$ cat src/rtl/calc_key_if.sv
// Board-side key/switch inputs, datapath busy handshake and op strobes
// for the calculator key sequencer.
interface calc_key_if;
  logic [3:0] KEY;
  logic       mode_sw;
  logic       calc_busy;
  logic       op_clear;
  logic       op_result;
  logic       op_add;
  logic       op_sub;
  logic       op_mult;
  logic       op_div;
  logic       dropped;
  logic       timeout_err;
  logic [2:0] state_dbg;

  modport master (
    output KEY, mode_sw, calc_busy,
    input  op_clear, op_result, op_add, op_sub, op_mult, op_div,
    input  dropped, timeout_err, state_dbg
  );

  modport slave (
    input  KEY, mode_sw, calc_busy,
    output op_clear, op_result, op_add, op_sub, op_mult, op_div,
    output dropped, timeout_err, state_dbg
  );
endinterface

$ cat src/rtl/calc_key_sequencer.sv
// Key sequencer: per-input sync/debounce lanes feeding a 4-state op issue FSM
// with a 1-deep pending slot, busy timeout and clear override.
module calc_key_debounce #(
  parameter int unsigned CYCLES  = 4,
  parameter bit          RST_VAL = 1'b1
) (
  input  logic clk_i,
  input  logic rst_ni,
  input  logic raw_i,
  output logic level_o,
  output logic fall_o
);
  localparam int CW = $clog2(CYCLES + 1);

  logic [1:0]    sync_q;
  logic [CW-1:0] cnt_q;
  logic          level_q, fall_q;

  // Level flips only after CYCLES consecutive synced samples disagree with it.
  always_ff @(posedge clk_i or negedge rst_ni) begin
    if (!rst_ni) begin
      sync_q  <= {2{RST_VAL}};
      cnt_q   <= '0;
      level_q <= RST_VAL;
      fall_q  <= 1'b0;
    end else begin
      sync_q <= {sync_q[0], raw_i};
      fall_q <= 1'b0;
      if (sync_q[1] == level_q) begin
        cnt_q <= '0;
      end else if (cnt_q == CW'(CYCLES - 1)) begin
        cnt_q   <= '0;
        level_q <= sync_q[1];
        fall_q  <= level_q;
      end else begin
        cnt_q <= cnt_q + 1'b1;
      end
    end
  end

  assign level_o = level_q;
  assign fall_o  = fall_q;
endmodule

module calc_key_sequencer #(
  parameter int unsigned DEBOUNCE_CYCLES = 1000000,
  parameter int unsigned BUSY_TIMEOUT    = 4096
) (
  input  logic      CLOCK_50,
  input  logic      RESET_N,
  calc_key_if.slave bus
);
  localparam int NUM_IN = 5;
  localparam int TW     = $clog2(BUSY_TIMEOUT + 1);

  typedef enum logic [2:0] {IDLE = 3'd0, ISSUE = 3'd1, ACK = 3'd2, WAIT_DONE = 3'd3} state_e;
  typedef enum logic [2:0] {OP_CLEAR, OP_RESULT, OP_ADD, OP_SUB, OP_MULT, OP_DIV} op_e;
  typedef struct packed {
    logic vld;
    op_e  op;
  } op_req_t;

  logic [NUM_IN-1:0] raw, level, fall;
  logic [3:0]        press, valid, win;
  logic              mode, lose, is_clr, unused_bits;
  op_req_t           nreq, pend_q, pend_d;
  state_e            state_q, state_d;
  op_e               cur_q, cur_d;
  logic              drop_q, drop_d, tmo_q, tmo_d;
  logic [TW-1:0]     tcnt_q, tcnt_d;

  assign raw = {bus.mode_sw, bus.KEY};

  for (genvar i = 0; i < NUM_IN; i++) begin : g_lane
    calc_key_debounce #(.CYCLES(DEBOUNCE_CYCLES), .RST_VAL(i != NUM_IN - 1)) u_db (
      .clk_i(CLOCK_50), .rst_ni(RESET_N), .raw_i(raw[i]),
      .level_o(level[i]), .fall_o(fall[i])
    );
  end

  assign press       = fall[3:0];
  assign mode        = level[NUM_IN-1];
  assign unused_bits = ^{level[3:0], fall[NUM_IN-1]};

  // KEY1/KEY2 are masked in control mode so they neither win nor count as drops.
  always_comb begin
    valid    = mode ? (press & 4'b1001) : press;
    win      = valid & (~valid + 4'd1);
    lose     = |(valid & ~win);
    nreq.vld = |valid;
    nreq.op  = OP_ADD;
    if (mode)        nreq.op = win[0] ? OP_CLEAR : OP_RESULT;
    else if (win[0]) nreq.op = OP_DIV;
    else if (win[1]) nreq.op = OP_MULT;
    else if (win[2]) nreq.op = OP_SUB;
    is_clr = nreq.vld && (nreq.op == OP_CLEAR);
  end

  always_ff @(posedge CLOCK_50 or negedge RESET_N) begin
    if (!RESET_N) begin
      state_q <= IDLE;
      cur_q   <= OP_CLEAR;
      pend_q  <= '0;
      drop_q  <= 1'b0;
      tmo_q   <= 1'b0;
      tcnt_q  <= '0;
    end else begin
      state_q <= state_d;
      cur_q   <= cur_d;
      pend_q  <= pend_d;
      drop_q  <= drop_d;
      tmo_q   <= tmo_d;
      tcnt_q  <= tcnt_d;
    end
  end

  always_comb begin
    state_d = state_q;
    cur_d   = cur_q;
    pend_d  = pend_q;
    drop_d  = drop_q | lose;
    tmo_d   = tmo_q;
    tcnt_d  = tcnt_q;

    if (state_q != IDLE && nreq.vld && !is_clr) begin
      if (!pend_q.vld) pend_d = nreq;
      else             drop_d = 1'b1;
    end

    case (state_q)
      IDLE: begin
        if (pend_q.vld) begin
          state_d = ISSUE;
          cur_d   = pend_q.op;
          pend_d  = nreq;
        end else if (nreq.vld) begin
          state_d = ISSUE;
          cur_d   = nreq.op;
        end
      end
      ISSUE: begin
        state_d = ACK;
        tcnt_d  = '0;
      end
      ACK: begin
        tcnt_d  = tcnt_q + TW'(1);
        state_d = bus.calc_busy ? WAIT_DONE : IDLE;
      end
      WAIT_DONE: begin
        if (!bus.calc_busy) begin
          state_d = IDLE;
        end else if (tcnt_q == TW'(BUSY_TIMEOUT - 1)) begin
          state_d    = IDLE;
          tmo_d      = 1'b1;
          pend_d.vld = 1'b0;
        end else begin
          tcnt_d = tcnt_q + TW'(1);
        end
      end
      default: state_d = IDLE;
    endcase

    // Clear pre-empts whatever is in flight and wipes the queue.
    if (is_clr) begin
      state_d = ISSUE;
      cur_d   = OP_CLEAR;
      pend_d  = '0;
    end
    if (state_q == ISSUE && cur_q == OP_CLEAR) begin
      drop_d = 1'b0;
      tmo_d  = 1'b0;
    end
  end

  assign bus.op_clear    = (state_q == ISSUE) && (cur_q == OP_CLEAR);
  assign bus.op_result   = (state_q == ISSUE) && (cur_q == OP_RESULT);
  assign bus.op_add      = (state_q == ISSUE) && (cur_q == OP_ADD);
  assign bus.op_sub      = (state_q == ISSUE) && (cur_q == OP_SUB);
  assign bus.op_mult     = (state_q == ISSUE) && (cur_q == OP_MULT);
  assign bus.op_div      = (state_q == ISSUE) && (cur_q == OP_DIV);
  assign bus.dropped     = drop_q;
  assign bus.timeout_err = tmo_q;
  assign bus.state_dbg   = state_q;
endmodule

$ cat src/flat_wrapper.sv
// flat-port wrapper written by rule: the top's interface ports become plain ports
module calc_key_sequencer_flat 
#(
  parameter int unsigned DEBOUNCE_CYCLES = 1000000,
  parameter int unsigned BUSY_TIMEOUT    = 4096
)
  (CLOCK_50, RESET_N, bus_KEY, bus_mode_sw, bus_calc_busy, bus_op_clear, bus_op_result, bus_op_add, bus_op_sub, bus_op_mult, bus_op_div, bus_dropped, bus_timeout_err, bus_state_dbg);
  calc_key_if bus_i ();
  input  logic CLOCK_50;
  input  logic RESET_N;
  input wire logic [$bits(bus_i.KEY)-1:0] bus_KEY;
  input wire logic [$bits(bus_i.mode_sw)-1:0] bus_mode_sw;
  input wire logic [$bits(bus_i.calc_busy)-1:0] bus_calc_busy;
  output wire logic [$bits(bus_i.op_clear)-1:0] bus_op_clear;
  output wire logic [$bits(bus_i.op_result)-1:0] bus_op_result;
  output wire logic [$bits(bus_i.op_add)-1:0] bus_op_add;
  output wire logic [$bits(bus_i.op_sub)-1:0] bus_op_sub;
  output wire logic [$bits(bus_i.op_mult)-1:0] bus_op_mult;
  output wire logic [$bits(bus_i.op_div)-1:0] bus_op_div;
  output wire logic [$bits(bus_i.dropped)-1:0] bus_dropped;
  output wire logic [$bits(bus_i.timeout_err)-1:0] bus_timeout_err;
  output wire logic [$bits(bus_i.state_dbg)-1:0] bus_state_dbg;
  assign bus_i.KEY = bus_KEY;
  assign bus_i.mode_sw = bus_mode_sw;
  assign bus_i.calc_busy = bus_calc_busy;
  assign bus_op_clear = bus_i.op_clear;
  assign bus_op_result = bus_i.op_result;
  assign bus_op_add = bus_i.op_add;
  assign bus_op_sub = bus_i.op_sub;
  assign bus_op_mult = bus_i.op_mult;
  assign bus_op_div = bus_i.op_div;
  assign bus_dropped = bus_i.dropped;
  assign bus_timeout_err = bus_i.timeout_err;
  assign bus_state_dbg = bus_i.state_dbg;
  calc_key_sequencer #(.DEBOUNCE_CYCLES(DEBOUNCE_CYCLES), .BUSY_TIMEOUT(BUSY_TIMEOUT)) u_core (.CLOCK_50(CLOCK_50), .RESET_N(RESET_N), .bus(bus_i));
endmodule
$ cat config.mk
export PLATFORM = sky130hd
export DESIGN_NAME = calc_key_sequencer_flat
export DESIGN_NICKNAME = d
export VERILOG_FILES = /design/src/rtl/calc_key_if.sv /design/src/rtl/calc_key_sequencer.sv /design/src/flat_wrapper.sv
export SDC_FILE = /design/constraint.sdc
export NUM_CORES = 1
export LEC_CHECK = 0
export BUFFER_PORTS_ARGS = -buffer_cell sky130_fd_sc_hd__buf_4
export CORE_MARGIN = 10
export CORE_UTILIZATION = 65
export CTS_CLUSTER_DIAMETER = 30
export DETAILED_ROUTE_END_ITERATION = 7
export GPL_ROUTABILITY_DRIVEN = 0
export GPL_TIMING_DRIVEN = 0
export PLACE_DENSITY = 0.84
export SYNTH_ARGS = -nofsm -noshare
export SYNTH_HDL_FRONTEND = slang
export SYNTH_HIERARCHICAL = 1
export SYNTH_SLANG_ARGS = --single-unit
$ cat constraint.sdc
create_clock -name CLOCK_50 -period 3.25 [get_ports CLOCK_50]
set_input_delay 0.65 -clock CLOCK_50 [delete_from_list [all_inputs] [get_ports CLOCK_50]]
set_output_delay 0.65 -clock CLOCK_50 [all_outputs]
set_load 0.05 [all_outputs]
# Word level (Yosys, flattened, before mapping)
# Cells that the tools add are included.
word_totals:
  regBits: 144
  in_bits: 8
  output_inout_bits: 11
  word_cells: 150
op_classes:
  addsub: 7
  n_eq_ne: 23
  n_mux: 53
  n_bitwise: 10
  n_reduce_logical: 31
op_table:
  columns: ["operator", "n"]
  rows:
  - ["two-way mux 20 bit", 10]
  - ["adder 20 x 1 -> 20 bit, second input constant", 5]
  - ["equality test 20 bit, second input constant", 5]
  - ["two-way mux 3 bit", 14]
  - ["one-hot mux 13 bit (3 select lines)", 1]
  - ["two-way mux 13 bit", 2]
  - ["two-way mux 1 bit", 19]
  - ["two-way mux 4 bit", 4]
  - ["AND reduction 2 bit", 7]
  - ["adder 13 x 1 -> 13 bit, second input constant", 1]
  - ["equality test 13 x 12 -> 1 bit, second input constant", 1]
  - ["equality test 3 x 2 -> 1 bit, second input constant", 4]
  - ["one-hot mux 3 bit (4 select lines)", 1]
  - ["logical AND 1 bit", 9]
  - ["zero test 3 bit", 3]
  - ["nonzero test 3 bit", 3]
  - ["AND 4 bit", 2]
  - ["inverter 4 bit", 2]
  - ["nonzero test 2 bit", 4]
  - ["OR reduction 4 bit", 2]
  - ["equality test 3 x 1 -> 1 bit, second input constant", 2]
  - ["equality test 3 bit, second input constant", 2]
  - ["AND reduction 3 bit", 2]
  - ["equality test 1 bit", 5]
  - ["other kinds (9)", 14]

# Depth between registers and ports, before layout
# Gate-level depths: netlist of run 1.
depth:
  depth_word: 17
  ltp_mapped: 7
  depth_no_buf: 7

# Hierarchy
# Netlist of run 1, hierarchy kept.
by_module_without_submodules:
  columns: ["module", "n_inst", "cells_per_inst", "area_per_inst_um2", "seq_area_each_um2"]
  rows:
  - ["calc_key_debounce at u_core.g_lane[0].u_db ...", 3, 116, 1139.8, 604.3]
  - ["calc_key_sequencer", 1, 174, 1521.5, 600.6]
  - ["calc_key_debounce at u_core.g_lane[2].u_db", 1, 110, 1141.1, 604.3]
  - ["calc_key_debounce at u_core.g_lane[4].u_db", 1, 116, 1136.1, 600.6]

# Worst setup path before layout of run 1
# OpenSTA, ideal clock, no wires.
synth_path:
  path_type: "register to output"
  from: "register u_core.state_q[0], in the netlist u_core/bus.state_dbg[0]"
  to: "output port bus_op_add"
  arrival_ns: 2.185
  t_required_ns: 2.600
  setup_slack_ns: 0.415
  path_stages_with_launch: 4
  n_path_buf: 0
  path_cell_list: "dfrtp_1 -> ha_1 -> nand2b_1 -> nor3b_1"
synth_via:
  elab_chain_cells: 2
synth_lines:
  columns: ["element", "line_no", "text"]
  rows:
  - ["start, declared", "calc_key_sequencer.sv:67", "state_e state_q, state_d;"]
  - ["start signal, assigned", "calc_key_sequencer.sv:108", "state_q <= state_d;"]
  - ["equality test 3 x 1 -> 1 bit", "calc_key_sequencer.sv:177", "assign bus.op_add = (state_q == ISSUE) && (cur_q == OP_ADD);"]
  - ["logical AND 1 bit", "calc_key_sequencer.sv:177", null]
  - ["end, declared", "flat_wrapper.sv:16", "output wire logic [$bits(bus_i.op_add)-1:0] bus_op_add;"]
# Every way passes these cells.

# Worst setup path after layout of run 1
layout_path:
  from: "register u_core.state_q[1], in the netlist u_core/bus.state_dbg[1]"
  to: "output port bus_op_clear"
layout_via:
  elab_chain_cells: 2
layout_lines:
  columns: ["element", "line_no", "text"]
  rows:
  - ["equality test 3 x 1 -> 1 bit", "calc_key_sequencer.sv:175", "assign bus.op_clear = (state_q == ISSUE) && (cur_q == OP_CLEAR);"]
  - ["logical AND 1 bit", "calc_key_sequencer.sv:175", null]
  - ["end, declared", "flat_wrapper.sv:14", "output wire logic [$bits(bus_i.op_clear)-1:0] bus_op_clear;"]
# Every way passes these cells.

==> results.sh, run 1 <==
export IMPL_layout_drive_gt1_share_pct=13.7
export IMPL_power_density_nw_per_um2=555
export IMPL_initial_utilization_pct=66.3
export IMPL_worst_pin_slew_ps=800
export IMPL_nNetsFinal=801
export IMPL_dieArea_um2=15700
export IMPL_drtIter0Drc=512
export IMPL_grt_overflow=0
export IMPL_clk_pin_slew_ps=60
export IMPL_place_hpwl_um=9630
export IMPL_cp_start_kind="flop"
export IMPL_leakagePower_nw=3.27
export IMPL_timing_fmax_ghz=0.387
export IMPL_startpoint="u_core/bus.state_dbg[1]$_DFFE_PN0P_"
export IMPL_viasPerCell=6.09
export IMPL_route_detailed_drc=0
export IMPL_first_pass_iters=5
export IMPL_grt_max_degree=85
export IMPL_routed_wl_um=14800
export IMPL_crit_slowest_cell="dfrtp_1"
export IMPL_wl_met3_um=594
export IMPL_cts_resized=0
export IMPL_antenna_found_initial=0
export IMPL_syn_nets=764
export IMPL_power_mw=4.51
export IMPL_area_growth_pct=13.1
export IMPL_clk_path_buf_depth=2
export IMPL_slew_headroom_pct=46.3
export IMPL_grt_pass1_wl_um=25400
export IMPL_synth_warnings=6
export IMPL_antenna_diode_count=0
export IMPL_io_buffers=17
export IMPL_fin_tns_setup_ps=0
export IMPL_ant_nets=0
export IMPL_cts_root_buf="clkbuf_8"
export IMPL_min_period_over_period_pct=79.6
export IMPL_netlist_instances=746
export IMPL_report_final_hold_viol_count=0
export IMPL_track_usage_pct=19.1
export IMPL_final_cell_mix="131 x dfrtp_1, 103 x nor2_1, 44 x a21oi_1, 43 x nand3_1"
export IMPL_row_count=38
export IMPL_dr_max_layer_used="met4"
export IMPL_max_stage_delay_ps=420
export IMPL_ir_drop_mv=0.434
export IMPL_setup_viol=0
export IMPL_reg2reg_from="u_core/g_lane[3].u_db/cnt_q[0]$_DFF_PN0_"
export IMPL_r2r_cells=6
export IMPL_period_minus_slack_ps=2590
export IMPL_clock_sinks=143
export IMPL_synth_area_per_cell_um2=9.63
export IMPL_fp_dieH_um=125
export IMPL_cp_max_fo=5
export IMPL_critPathKind="flop to primary output"
export IMPL_fin_skew_ps=10.1
export IMPL_crit_required_ps=2600
export IMPL_wirelength_met1_um=6310
export IMPL_die_x_um=125
export IMPL_cp_end_kind="primary output"
export IMPL_synth_cell_area_um2=7180
export IMPL_cts_buffers=17
export IMPL_holdWs_ps=61.1
export IMPL_arrival_ps=1940
export IMPL_status="complete, no violations"
export IMPL_rsz0062_at_grt="no"
export IMPL_post_cts_buffers=0
export IMPL_hold_path_class="primary input to asynchronous set/reset pin"
export IMPL_wl_met2_um=7550
export IMPL_slew_violations=0
export IMPL_routedWlPerCell_um=15.8
export IMPL_hold_buffers=0
export IMPL_cap_violations=0
export IMPL_clk_latency_ps=550
export IMPL_layout_commonest_cell="dfrtp_1"
export IMPL_vias=5697
export IMPL_core_area_um2=10800
export IMPL_r2r_end="u_core/g_lane[3].u_db/cnt_q[18]$_DFF_PN0_"
export IMPL_crit_chain="inv_1, ha_1, nand2b_1, nor3_1, buf_4"
export IMPL_first_global_vias=5610
export IMPL_cts_tree="built"
export IMPL_rrSetupSlack_ps=1010
export IMPL_h_tree_depth=4
export IMPL_num_io_pins=19
## state kept, by name, indices dropped and copies added (netlist names)
register / cells
u_core/cur_q: 3
u_core/tcnt_q: 13
u_core/g_lane.u_db/sync_q: 10
u_core/pend_q: 4
u_core/bus.timeout_err: 1
u_core/bus.state_dbg: 2
u_core/g_lane.u_db/level_o: 5
u_core/g_lane.u_db/fall_o: 4
u_core/bus.dropped: 1
u_core/g_lane.u_db/cnt_q: 100
## stage by stage
stage	worst slack [ps]	util, %	std cells	cell area, um2
finish	663	74.9	936	8120
global route	528	74.9	936	8120
CTS	647	74.9	936	8120
detailed placement	1070	69.4	904	7520
global placement	987	69.1	903	7490
floorplan	415	-	746	7180
## power by group
| group | switching, mW | leakage [nW] | internal, mW |
|---|---|---|---|
| Combinational | 0.410 | 1.05 | 0.194 |
| Sequential | 0.0671 | 1.93 | 1.85 |
| Clock | 0.771 | 0.295 | 1.22 |
## critical path: cells and delay by family, from the launching register on
family / cells / cell delay [ps]
DFF: 1 / 420
and+or+nand+nor: 2 / 390
adders and majority gates: 1 / 190
buffers and inverters: 2 / 400
## final cells by class
class	instances	area (um2)
fillers	749	2720
plain buffers	27	115
clock buffers	20	445
well taps	140	175
flip-flops and latches	143	3590
clock inverters	12	160
multi-input cells	541	3340
inverters	35	131
repair buffers	18	159
## routing by layer
metal | track usage, % | up-vias
met5 | 0 | -
met4 | 7.79 | 0
met1 | 22.4 | 2797
met3 | 5.45 | 37
met2 | 32.2 | 137
li1 | - | 2726
## how the worst max path moves through the flow
stage	slack, ps	to	depth (start not counted)
global route	530	bus_op_clear	5
global placement	990	u_core/g_lane[2].u_db/cnt_q[0]$_DFF_PN0_	1
finish	660	bus_op_clear	5
detailed placement	1070	u_core/g_lane[1].u_db/cnt_q[14]$_DFF_PN0_	6
floorplan	410	bus_op_add	3
CTS	650	bus_op_clear	5
(Power assumes the default switching activity.)
==> run 2, diff against run 1 <==
CORE_UTILIZATION = 63   (was 65)
PLACE_DENSITY = 0.81   (was 0.84)
clock period = 2.6 ns   (was 3.25 ns; I/O delays follow)
==> run 2 against run 1 <==
Critical path depth unchanged. Critical path type unchanged. First-iteration DRC count decreased by 5.5%. Setup slack got worse by 330 ps. Non-clock buffer count unchanged. Cell area decreased by 0.48%. Clock skew decreased by 2.1 ps. Largest cell class unchanged. Flip-flop and latch count unchanged. Via count decreased by 1.6%. Largest power group is now sequential cells. Core utilization decreased by 1.3 points.
==> results.sh, run 2 (same netlist as run 1, synthesis figures left out) <==
export IMPL_status="complete, no violations"
export IMPL_rsz0062_at_grt="no"
export IMPL_clk_latency_ps=420
export IMPL_dieArea_um2=16100
export IMPL_routedWlPerCell_um=15.1
export IMPL_ant_nets=0
export IMPL_nNetsFinal=801
export IMPL_first_global_vias=5538
export IMPL_drtIter0Drc=484
export IMPL_track_usage_pct=17.9
export IMPL_final_cells=936
export IMPL_fin_skew_ps=8.06
export IMPL_place_hpwl_um=9550
export IMPL_num_io_pins=19
export IMPL_holdWs_ps=64.1
export IMPL_setup_viol=0
export IMPL_hold_path_class="primary input to asynchronous set/reset pin"
export IMPL_ir_drop_mv=0.619
export IMPL_first_pass_iters=5
export IMPL_p_int_mw=3.89
export IMPL_cts_resized=0
export IMPL_vias=5603
export IMPL_pwr_share_comb_pct=13.9
export IMPL_grt_pass1_wl_um=24500
export IMPL_final_cell_mix="131 x dfrtp_1, 103 x nor2_1, 44 x a21oi_1, 43 x nand3_1"
export IMPL_route_detailed_drc=0
export IMPL_row_count=38
export IMPL_grt_overflow=0
export IMPL_cp_start_kind="flop"
export IMPL_routed_wl_um=14100
export IMPL_postLayoutCellArea_um2=8090
export IMPL_top_register="u_core/g_lane.u_db/cnt_q"
export IMPL_hold_buffers=0
export IMPL_switchingPower_mw=1.53
export IMPL_area_growth_pct=12.5
export IMPL_n_fill_cell=770
export IMPL_leakagePower_nw=3.24
export IMPL_cp_max_fo=5
export IMPL_cts_tree="built"
export IMPL_power_density_nw_per_um2=671
export IMPL_cts_buffers=17
export IMPL_timing_fmax_ghz=0.442
export IMPL_period_minus_slack_ps=2260
export IMPL_die_x_um=127
export IMPL_cp_end_kind="primary output"
export IMPL_switching_share_pct=28.2
export IMPL_layout_commonest_cell="dfrtp_1"
export IMPL_arrival_ps=1740
export IMPL_crit_required_ps=2080
export IMPL_slew_headroom_pct=48.8
export IMPL_rrSetupSlack_ps=380
export IMPL_initial_utilization_pct=65.4
export IMPL_layout_drive_gt1_share_pct=13.9
export IMPL_post_cts_buffers=0
export IMPL_antenna_diode_count=0
export IMPL_clk_path_buf_depth=2
export IMPL_worst_pin_slew_ps=762
export IMPL_cap_violations=0
export IMPL_fin_tns_setup_ps=0
export IMPL_cts_root_buf="clkbuf_16"
export IMPL_p_clk_share_pct=42.0
export IMPL_antenna_found_initial=0
export IMPL_clk_pin_slew_ps=60
export IMPL_largest_reg_flops=100
export IMPL_h_tree_depth=4
export IMPL_slew_violations=0
export IMPL_placed_cells=904
export IMPL_r2r_cells=6
export IMPL_io_buffers=17
export IMPL_min_period_over_period_pct=87.1
export IMPL_reg_largest_list="u_core/g_lane.u_db/cnt_q (100), u_core/tcnt_q (13), u_core/g_lane.u_db/sync_q (10)"
export IMPL_core_area_um2=11000
export IMPL_viasPerCell=5.99
export IMPL_critPathKind="flop to primary output"
export IMPL_sequentialPowerShare_pct=44.1
export IMPL_fp_dieH_um=127
export IMPL_report_final_hold_viol_count=0
export IMPL_clock_sinks=143
export IMPL_dpl_cell_area_um2=7530
export IMPL_grt_max_degree=88
==> run 2: per-stage QoR <==
stage	setup slack, ps	util [%]	power (mW)
after floorplan	39.2	-	2.95
after global placement	451	68.3	3.15
after global routing	218	73.6	5.65
after detailed placement	443	68.5	3.19
after CTS	325	73.6	5.47
final	336	73.6	5.43
==> run 2: final cells by class <==
cell class | instances | area, um2 | share of cell area (%)
Sequential cell | 143 | 3590 | 44.4
Clock inverter | 13 | 114 | 1.41
Multi-Input combinational cell | 541 | 3350 | 41.5
Inverter | 35 | 131 | 1.62
Timing Repair Buffer | 18 | 159 | 1.97
Clock buffer | 19 | 443 | 5.48
Tap cell | 140 | 175 | 2.17
Buffer | 27 | 115 | 1.42
==> run 2: power by group through the flow <==
stage	logic (mW)	registers [mW]	clock network [mW]
2_1_floorplan	0.486	2.47	0
3_3_place_gp	0.724	2.43	0
3_5_place_dp	0.755	2.43	0
4_1_cts	0.760	2.39	2.31
5_1_grt	0.841	2.41	2.41
6_report	0.754	2.40	2.28
==> run 2: worst paths after layout <==
path | endpoint | start
min in group CLOCK_50 | u_core/g_lane[2].u_db/sync_q[0]$_DFF_PN1_ | bus_KEY[2]
max in group asynchronous | u_core/g_lane[1].u_db/level_o$_DFFE_PN1P_ | RESET_N
max reg2reg | u_core/g_lane[1].u_db/cnt_q[18]$_DFF_PN0_ | u_core/g_lane[1].u_db/cnt_q[0]$_DFF_PN0_
max | bus_op_clear | u_core/bus.state_dbg[1]$_DFFE_PN0P_
min | u_core/tcnt_q[8]$_DFFE_PN0P_ | RESET_N
min reg2reg | u_core/g_lane[3].u_db/sync_q[1]$_DFF_PN1_ | u_core/g_lane[3].u_db/sync_q[0]$_DFF_PN1_
==> run 2: worst max-delay path, cell delays in order (launching register included) <==
cell and delay, ps:
dfrtp_1 420, inv_1 110, ha_1 190, nand2b_1 120, nor3_2 230, buf_4 250
==> run 2: per-layer routing <==
layer | global-route usage [%] | vias to the layer above | wire [um]
li1 | - | 2728 | -
met1 | 21.4 | 2753 | 6140
met2 | 30.3 | 106 | 7340
met3 | 4.66 | 16 | 525
met4 | 6.50 | 0 | 127
met5 | 0 | - | 0
